==> src/rtl/branch_predict_ctrl.sv <==
// ---------------------------------------------------------------------------
// branch_predict_ctrl
//   Dynamic branch predictor and redirect controller for the 5-stage MIPS
//   pipeline. A direct-mapped table of 2-bit saturating counters, indexed by
//   pc[IDX_W+1:2], predicts branch direction in IF. The real outcome arrives
//   in ID. There the prediction is resolved, the table is trained, and the
//   PC-select / IF/ID flush controls are produced.
//
//   After reset the table is swept to "weakly not-taken" one entry per cycle.
//   The array itself is never reset.
//
// Optional feature macro: BHT_STATS_EN
//   Defining this macro adds the br_cnt / miss_cnt statistics counters and
//   their ports.
//
// Ports
//   clk        in   pipeline clock, rising edge
//   rst_n      in   asynchronous active-low reset
//   stall      in   ID held this cycle; no table update, no mispredict redirect
//   OP_if      in   [5:0]  opcode of the IF instruction
//   pc_if      in   [31:0] PC of the IF instruction
//   OP_id      in   [5:0]  opcode of the ID instruction
//   pc_id      in   [31:0] PC of the ID instruction
//   pred_id    in   prediction carried with the ID instruction
//   taken_id   in   resolved branch outcome in ID
//   Jump       in   [1:0]  main-decoder jump control, 2'b01 = jump in ID
//   pred_if    out  predicted taken for the IF instruction
//   Branch     out  [1:0]  00 PC+4, 01 predicted target,
//                          10 recover to branch target, 11 recover to pc_id+4
//   IF_flush   out  squash the IF/ID register
//   ready      out  table initialised (FSM in RUN)
//   br_cnt     out  [31:0] resolved branches   (BHT_STATS_EN only)
//   miss_cnt   out  [31:0] mispredicts         (BHT_STATS_EN only)
//
// ready semantics: ready is a level, not a handshake. It is low from reset
//   until the last table entry has been written. It then stays high until
//   the next reset. While ready is low the enclosing core must hold the
//   pipeline. In that period this block issues no prediction, redirect or
//   flush.
// ---------------------------------------------------------------------------
module branch_predict_ctrl #(
  parameter int IDX_W = 6
) (
  input  logic        clk,
  input  logic        rst_n,
  input  logic        stall,
  input  logic [5:0]  OP_if,
  input  logic [31:0] pc_if,
  input  logic [5:0]  OP_id,
  input  logic [31:0] pc_id,
  input  logic        pred_id,
  input  logic        taken_id,
  input  logic [1:0]  Jump,
  output logic        pred_if,
  output logic [1:0]  Branch,
  output logic        IF_flush,
  output logic        ready
`ifdef BHT_STATS_EN
  ,
  output logic [31:0] br_cnt,
  output logic [31:0] miss_cnt
`endif
);

  localparam int ENTRIES = 1 << IDX_W;

  // Branch opcodes. REGIMM covers BLTZ/BGEZ.
  localparam logic [5:0] OP_REGIMM = 6'b000001;
  localparam logic [5:0] OP_BEQ    = 6'b000100;
  localparam logic [5:0] OP_BNE    = 6'b000101;
  localparam logic [5:0] OP_BLEZ   = 6'b000110;
  localparam logic [5:0] OP_BGTZ   = 6'b000111;

  localparam logic [1:0] WEAK_NT = 2'b01;

  typedef enum logic {
    INIT = 1'b0,
    RUN  = 1'b1
  } state_t;

  state_t            state_q, state_d;
  logic [IDX_W-1:0]  ptr_q;
  logic [1:0]        bht [ENTRIES];

  logic [IDX_W-1:0]  idx_if, idx_id;
  logic              run;
  logic              br_if, br_id;
  logic              resolve;
  logic              mispredict;
  logic [1:0]        cur_id;
  logic [1:0]        trained;
  logic              tbl_we;
  logic [IDX_W-1:0]  tbl_widx;
  logic [1:0]        tbl_wdata;

  function automatic logic is_branch(input logic [5:0] op);
    return (op == OP_BEQ) || (op == OP_BNE) || (op == OP_BLEZ) ||
           (op == OP_BGTZ) || (op == OP_REGIMM);
  endfunction

  assign idx_if = pc_if[IDX_W+1:2];
  assign idx_id = pc_id[IDX_W+1:2];

  // The index only uses the word-address bits just above the byte offset.
  logic unused_pc_bits;
  assign unused_pc_bits = ^{pc_if[31:IDX_W+2], pc_if[1:0],
                            pc_id[31:IDX_W+2], pc_id[1:0]};

  // ---------------- FSM: state register ----------------
  always_ff @(posedge clk or negedge rst_n) begin
    if (!rst_n) begin
      state_q <= INIT;
      ptr_q   <= '0;
    end else begin
      state_q <= state_d;
      if (state_q == INIT) ptr_q <= ptr_q + 1'b1;
    end
  end

  // ---------------- FSM: next state ----------------
  always_comb begin
    state_d = state_q;
    if (state_q == INIT && ptr_q == {IDX_W{1'b1}}) state_d = RUN;
  end

  assign run   = (state_q == RUN);
  assign ready = run;

  // ---------------- resolution / training ----------------
  assign br_if      = is_branch(OP_if);
  assign br_id      = is_branch(OP_id);
  assign resolve    = run && br_id && !stall;
  assign mispredict = resolve && (pred_id != taken_id);
  assign cur_id     = bht[idx_id];

  always_comb begin
    trained = cur_id;
    if (taken_id) begin
      if (cur_id != 2'b11) trained = cur_id + 2'b01;
    end else begin
      if (cur_id != 2'b00) trained = cur_id - 2'b01;
    end
  end

  // Single write port. INIT sweeps the array. RUN trains on resolution.
  always_comb begin
    tbl_we    = 1'b0;
    tbl_widx  = idx_id;
    tbl_wdata = trained;
    if (!run) begin
      tbl_we    = 1'b1;
      tbl_widx  = ptr_q;
      tbl_wdata = WEAK_NT;
    end else if (resolve) begin
      tbl_we    = 1'b1;
    end
  end

  // No reset on the array. The INIT sweep gives it defined contents.
  always_ff @(posedge clk) begin
    if (tbl_we) bht[tbl_widx] <= tbl_wdata;
  end

  // ---------------- outputs ----------------
  // The IF read sees the pre-update value on a same-index collision,
  // because there is no bypass from the write port.
  always_comb begin
    pred_if  = 1'b0;
    Branch   = 2'b00;
    IF_flush = 1'b0;
    if (run) begin
      pred_if  = br_if && bht[idx_if][1];
      IF_flush = mispredict || (Jump == 2'b01);
      if (mispredict)   Branch = taken_id ? 2'b10 : 2'b11;
      else if (pred_if) Branch = 2'b01;
    end
  end

`ifdef BHT_STATS_EN
  // Statistics survive the INIT sweep and are cleared only by rst_n.
  always_ff @(posedge clk or negedge rst_n) begin
    if (!rst_n) begin
      br_cnt   <= '0;
      miss_cnt <= '0;
    end else begin
      if (resolve)    br_cnt   <= br_cnt + 32'd1;
      if (mispredict) miss_cnt <= miss_cnt + 32'd1;
    end
  end
`endif

endmodule

==> config.mk <==
export PLATFORM = sky130hd
export DESIGN_NAME = branch_predict_ctrl
export DESIGN_NICKNAME = d
export VERILOG_FILES = /design/src/rtl/branch_predict_ctrl.sv
export SDC_FILE = /design/constraint.sdc
export NUM_CORES = 1
export LEC_CHECK = 0
export ABC_AREA = 1
export BUFFER_PORTS_ARGS = -buffer_cell sky130_fd_sc_hd__buf_4
export CELL_PAD_IN_SITES_DETAIL_PLACEMENT = 0
export CELL_PAD_IN_SITES_GLOBAL_PLACEMENT = 1
export CORE_MARGIN = 2
export CORE_UTILIZATION = 40
export CTS_BUF_LIST = sky130_fd_sc_hd__clkbuf_8 sky130_fd_sc_hd__clkbuf_16
export DETAILED_ROUTE_END_ITERATION = 8
export PLACE_DENSITY = 0.84
export RECOVER_POWER = 25
export SLEW_MARGIN = 20
export SYNTH_ARGS = -nofsm -noshare
export SYNTH_HDL_FRONTEND = slang
export SYNTH_SLANG_ARGS = --single-unit
==> constraint.sdc <==
create_clock -name clk -period 4.02 [get_ports clk]
set_input_delay 0.603 -clock clk [delete_from_list [all_inputs] [get_ports clk]]
set_output_delay 0.603 -clock clk [all_outputs]
set_load 0.03 [all_outputs]
==> After elaboration in Yosys (flattened, before gate mapping) <==
Memory sizes are Yosys's and may differ from the RTL's.
Index checks and enable logic that the tools add are counted.
W data, S select, Z words.
{ "totals": {"n_memories": 1, "word_cells": 52, "register_bits": 7, "inputBits": 83, "out_inout_bits": 5, "ram_bits": 128} }
{ "op_classes": {"n_reduce_logical": 16, "n_eq_ne": 14, "muxes": 15, "n_bitwise": 1, "addsub": 3} }
{ "mem_list": {"columns": ["name", "words", "width", "rd", "rd_ports_with_merged_regs", "wr", "line", "source"], "rows": [
  ["bht", 64, 2, 2, 0, 1, "83", "logic [1:0] bht [ENTRIES];"]
]} }
{ "op_table": {"columns": ["operator", "count"], "rows": [
  ["$eq A6 B3 Y1 const B", 8],
  ["$eq A6 B1 Y1 const B", 2],
  ["$mux W2", 6],
  ["$logic_or A1 B1 Y1", 9],
  ["$mux W1", 8],
  ["$add A6 B1 Y6 const B", 1],
  ["$eq A6 B6 Y1 const B", 1],
  ["$mux W6", 1],
  ["$logic_and A1 B1 Y1", 5],
  ["$add A2 B1 Y2 const B", 1],
  ["$eq A2 B1 Y1 const B", 1],
  ["$ne A2 B2 Y1 const B", 1],
  ["$reduce_bool A2 Y1", 1],
  ["$sub A2 B1 Y2 const B", 1],
  ["$logic_not A1 Y1", 1],
  ["$ne A1 B1 Y1", 1],
  ["$not A1 Y1", 1]
]} }

==> Logic depth before layout (Yosys ltp) <==
{ "depth": {"depth_word": 11, "depth_mapped": 13, "ltp_nobuf": 11} }

==> Worst setup path after synthesis <==
Ideal clock, no wire load.
{ "synth_timing": {"path_type": "in2reg", "from": "input pc_id[2]", "to": "memory bht[0][1], data pin", "setup_time_ns": 0.501, "n_path_buf": 2, "required_time_ns": 3.519, "path_slack_ns": 0.429, "stages": 13, "t_arrival_ns": 3.090, "cell_sequence": "inv_1 -> buf_2 -> buf_2 -> nand2_1 -> nand3_1 -> nand3_1 -> nand2_1 -> nand2_1 -> nand3_1 -> nand3_1 -> nand3_1 -> nand2_1 -> nor2_1"} }
{ "synth_via": {"elab_chain_cells": 5, "word_cells_on_any_way": 9, "classes_between": "add/sub: 2; eq/ne: 1; mux: 4; reduce/logical: 1; memory: 1"} }
{ "synth_rtl": {"columns": ["item", "line", "source"], "rows": [
  ["from (decl)", "50", "input logic [31:0] pc_id,"],
  ["$mem_v2 Z64 W2 (*)", null, null],
  ["$sub A2 B1 Y2, or another cell as far along", "141", "if (cur_id != 2'b00) trained = cur_id - 2'b01;"],
  ["$mux W2, on equally long branches", "141, 139", null],
  ["$mux W2 (*)", "138", "if (taken_id) begin"],
  ["$mux W2 (*)", "150", "if (!run) begin"],
  ["named net tbl_wdata[1]", "94", "logic [1:0] tbl_wdata;"],
  ["to (decl)", "83", null]
]} }
Mark *: on every way through the listed nets, which the timed path passes. The rest lies on a longest branch.

==> Final worst setup path <==
{ "layout_timing": {"from": "input pc_id[3]", "to": "memory bht[27][0], data pin"} }
Same word-level chain as after synthesis.

==> run summary <==
Yosys Warn Count: 0
worst skew pair latency: 0.43 ns
Final Instance Count excl. Fillers: 999
total die area: 0.0182 sq mm
WP buf/inv: 4
Layout area overhead: 15.4%
CTS tree: built
CP max-delay cell: clkbuf_1
vias in the first global route: 5123
critical path's top delay family: buffers and inverters
Die Wd: 135 microns
DRC: 0
Reg clk slew, reported paths: 0.06 ns
Cell Chain, Critical Path: clkbuf_4 -> inv_1 -> clkbuf_1 -> nand3_1 -> nand3_1 -> nand2_1 -> nand2_1 -> nand3_1 -> nand3_1 -> nand2_1 -> a21oi_1 -> nand2_2 -> clkbuf_2
final hold vios: 0
unrepaired setup endpoints after global routing: no
syn_area_per_cell: 9.29 sq um
worst r2r path cells: 7
nets@finish: 850
R2R Path End: bht[1][0]
I/O pin count: 88
Hold Path Depth: 1
placed cell count: 966
Core ar.: 0.0166 sq mm
number of vias per cell: 5.28
share of cells above drive strength 1: 12.6%
fill count: 1577
Synth Cell Area: 0.00685 sq mm
final setup fails: 0
Die Y: 135 microns
cts bufs inserted: 17
PortBufs: 35
Hold WC Path Type: reg -> reg
final wirelength: 18100 microns
Crit. End Element: flip-flop
status: complete, no violations
sequential share of the synthesized area: 58.6%
min-delay src: ptr_q[5]
Cell variety after synth: 30
Worst VDD drop: 0.318 mV
initial antenna violation count: 0
crit path time final: 3.45 ns
worst flop-to-flop path startpoint: ready
Slew Viols, Final: 0
worst rel slew slack: 22.2%
flops & latches, synth: 135
total number of vias: 5278
most used cell, CP: nand3_1
Rows: 47
Power, Total: 3.39 mW
first-pass GRT wire length: 28200 microns
drt pass-1 iters: 5
GRT Resource Usage Total: 21.1%
Post-Layout Inst Area: 0.00791 sq mm
fmax: 290 MHz
Pwr per Cell Area: 429 mW/mm^2
Root Driver: clkbuf_16
Routability Congestion: 0.831
Routed Antenna Nets: 0
Crit path largest cell delay: 0.92 ns
WL/cell: 18.1 microns
crit path launch type: primary input
Placed Area: 0.00729 sq mm
buffer levels on the longest clock path: 2
GRT overflow: 0
Final Skew: 0.00961 ns
CP Launch Point: pc_id[3]
Setup CP Type: in -> reg
Initial Util: 41.2%
worst path required time: 4.03 ns
n_diodes: 0
syn_nets: 822
LEAKAGE: 2.94 nW
Setup TNS Final: 0 ns
First DRT Iteration DRCs: 421
# Max-Cap Violations: 0
worst path arrival time: 3.46 ns
worst slew pin tran: 1.17 ns
Final Cycle Share: 85.8%
worst-path maximum fanout: 34
largest net degree at the start of global routing: 45
Clock Sinks: 135
R2R Setup Slk: 1.29 ns
Mapped Cells: 738
dpl hpwl: 11500 microns
H-tree Lvls: 4
hold endpoint: ptr_q[5]
==> Yosys cell counts, drive strengths merged <==
cell type	instances	area [sq um]
a21oi	10	83.8
buf	26	149
clkbuf	12	45.0
clkinv	1	3.75
dfrtp	7	175
edfxtp	128	3840
ha	1	12.5
inv	31	119
nand2	247	951
nand3	180	926
nand3b	1	7.51
nand4	6	128
nor2	69	267
nor3	5	25.0
nor4	3	40.0
o21ai	5	25.0
o31ai	1	7.51
or3	1	11.3
xnor2	1	8.76
xor2	3	26.3
==> state kept, by name, summed over array words and instances (netlist names) <==
register	flops
ready	1
bht	128
ptr_q	6
==> report_power, final <==
group	switching (mW)	internal, mW
combinational	0.154	0.0770
clock	0.608	1.04
sequential	0	1.52
total	0.761	2.63
==> layer usage <==
| layer | GRT usage [%] | up-vias | routed length, microns |
|---|---|---|---|
| li1 | - | 2590 | - |
| met1 | 27.1 | 2506 | 7880 |
| met2 | 35.7 | 152 | 8980 |
| met3 | 3.34 | 30 | 869 |
| met4 | 8.30 | 0 | 378 |
| met5 | 0 | - | 0 |
==> placed cells by master, fill, tap and decap left out, types with 2 or more instances in the layout <==
master and instances:
clkbuf_16 17, a21oi_1 7, nand3_4 2, inv_1 27, nor2_1 67, nand2_1 244
inv_2 3, o21ai_0 5, clkbuf_2 3, xor2_1 3, bufinv_16 4, edfxtp_1 128
clkinv_2 2, nand3_1 178, nand4_4 6, dfrtp_1 7, clkinv_4 2, a21oi_4 3
nor2_4 2, nor3_1 5, buf_4 39, clkinvlp_4 6, clkbuf_1 3
==> through the flow <==
stage          utilization, %  hold slack [ns]  setup slack (ns)
6_report                 47.5            0.470             0.570
5_1_grt                  47.5            0.477             0.320
4_1_cts                  47.7            0.471             0.755
3_5_place_dp             43.8            0.419             0.756
3_3_place_gp             43.8            0.420             0.773
2_1_floorplan               -            0.307             0.429
==> worst max path at each step <==
stage               cells after the start    endpoint  slack, ns
CTS                                    12   Branch[0]       0.75
detailed placement                     12   Branch[0]       0.76
global placement                       12   Branch[0]       0.77
floorplan                              13   bht[0][1]       0.43
global route                           13   bht[1][0]       0.32
finish                                 13  bht[27][0]       0.57
==> logic make-up (layout without fill, tap and decap cells) <==
logic type                 count (synthesis)  count (layout)  share of synthesized area, %
xor gates and xnor gates                   4               4                         0.511
DFF                                      135             135                          58.6
and+or+nand+nor                          512             512                          34.4
AOI/OAI and AO/OA                         16              16                          1.70
buffers and inverters                     70             111                          4.62
adders and majority gates                  1               1                         0.183
==> area by class of cell <==
class	instances	area (sq um)	share of cell area [%]
Multi-Input combinational cell	533	2530	32.0
Sequential cell	135	4020	50.8
Clock buffer	17	425	5.38
Clock inverter	15	204	2.58
Tap cell	220	275	3.48
Timing Repair Buffer	47	337	4.25
Inverter	32	123	1.55
==> timing repair <==
item / 4_1_cts / 5_1_grt
resized for setup: 0 / 0
hold buffers: 1 / 0
setup buffers: 0 / 0
endpoints found under the hold margin: 7 / 0
Note: power is estimated with default switching activity, not from simulation.
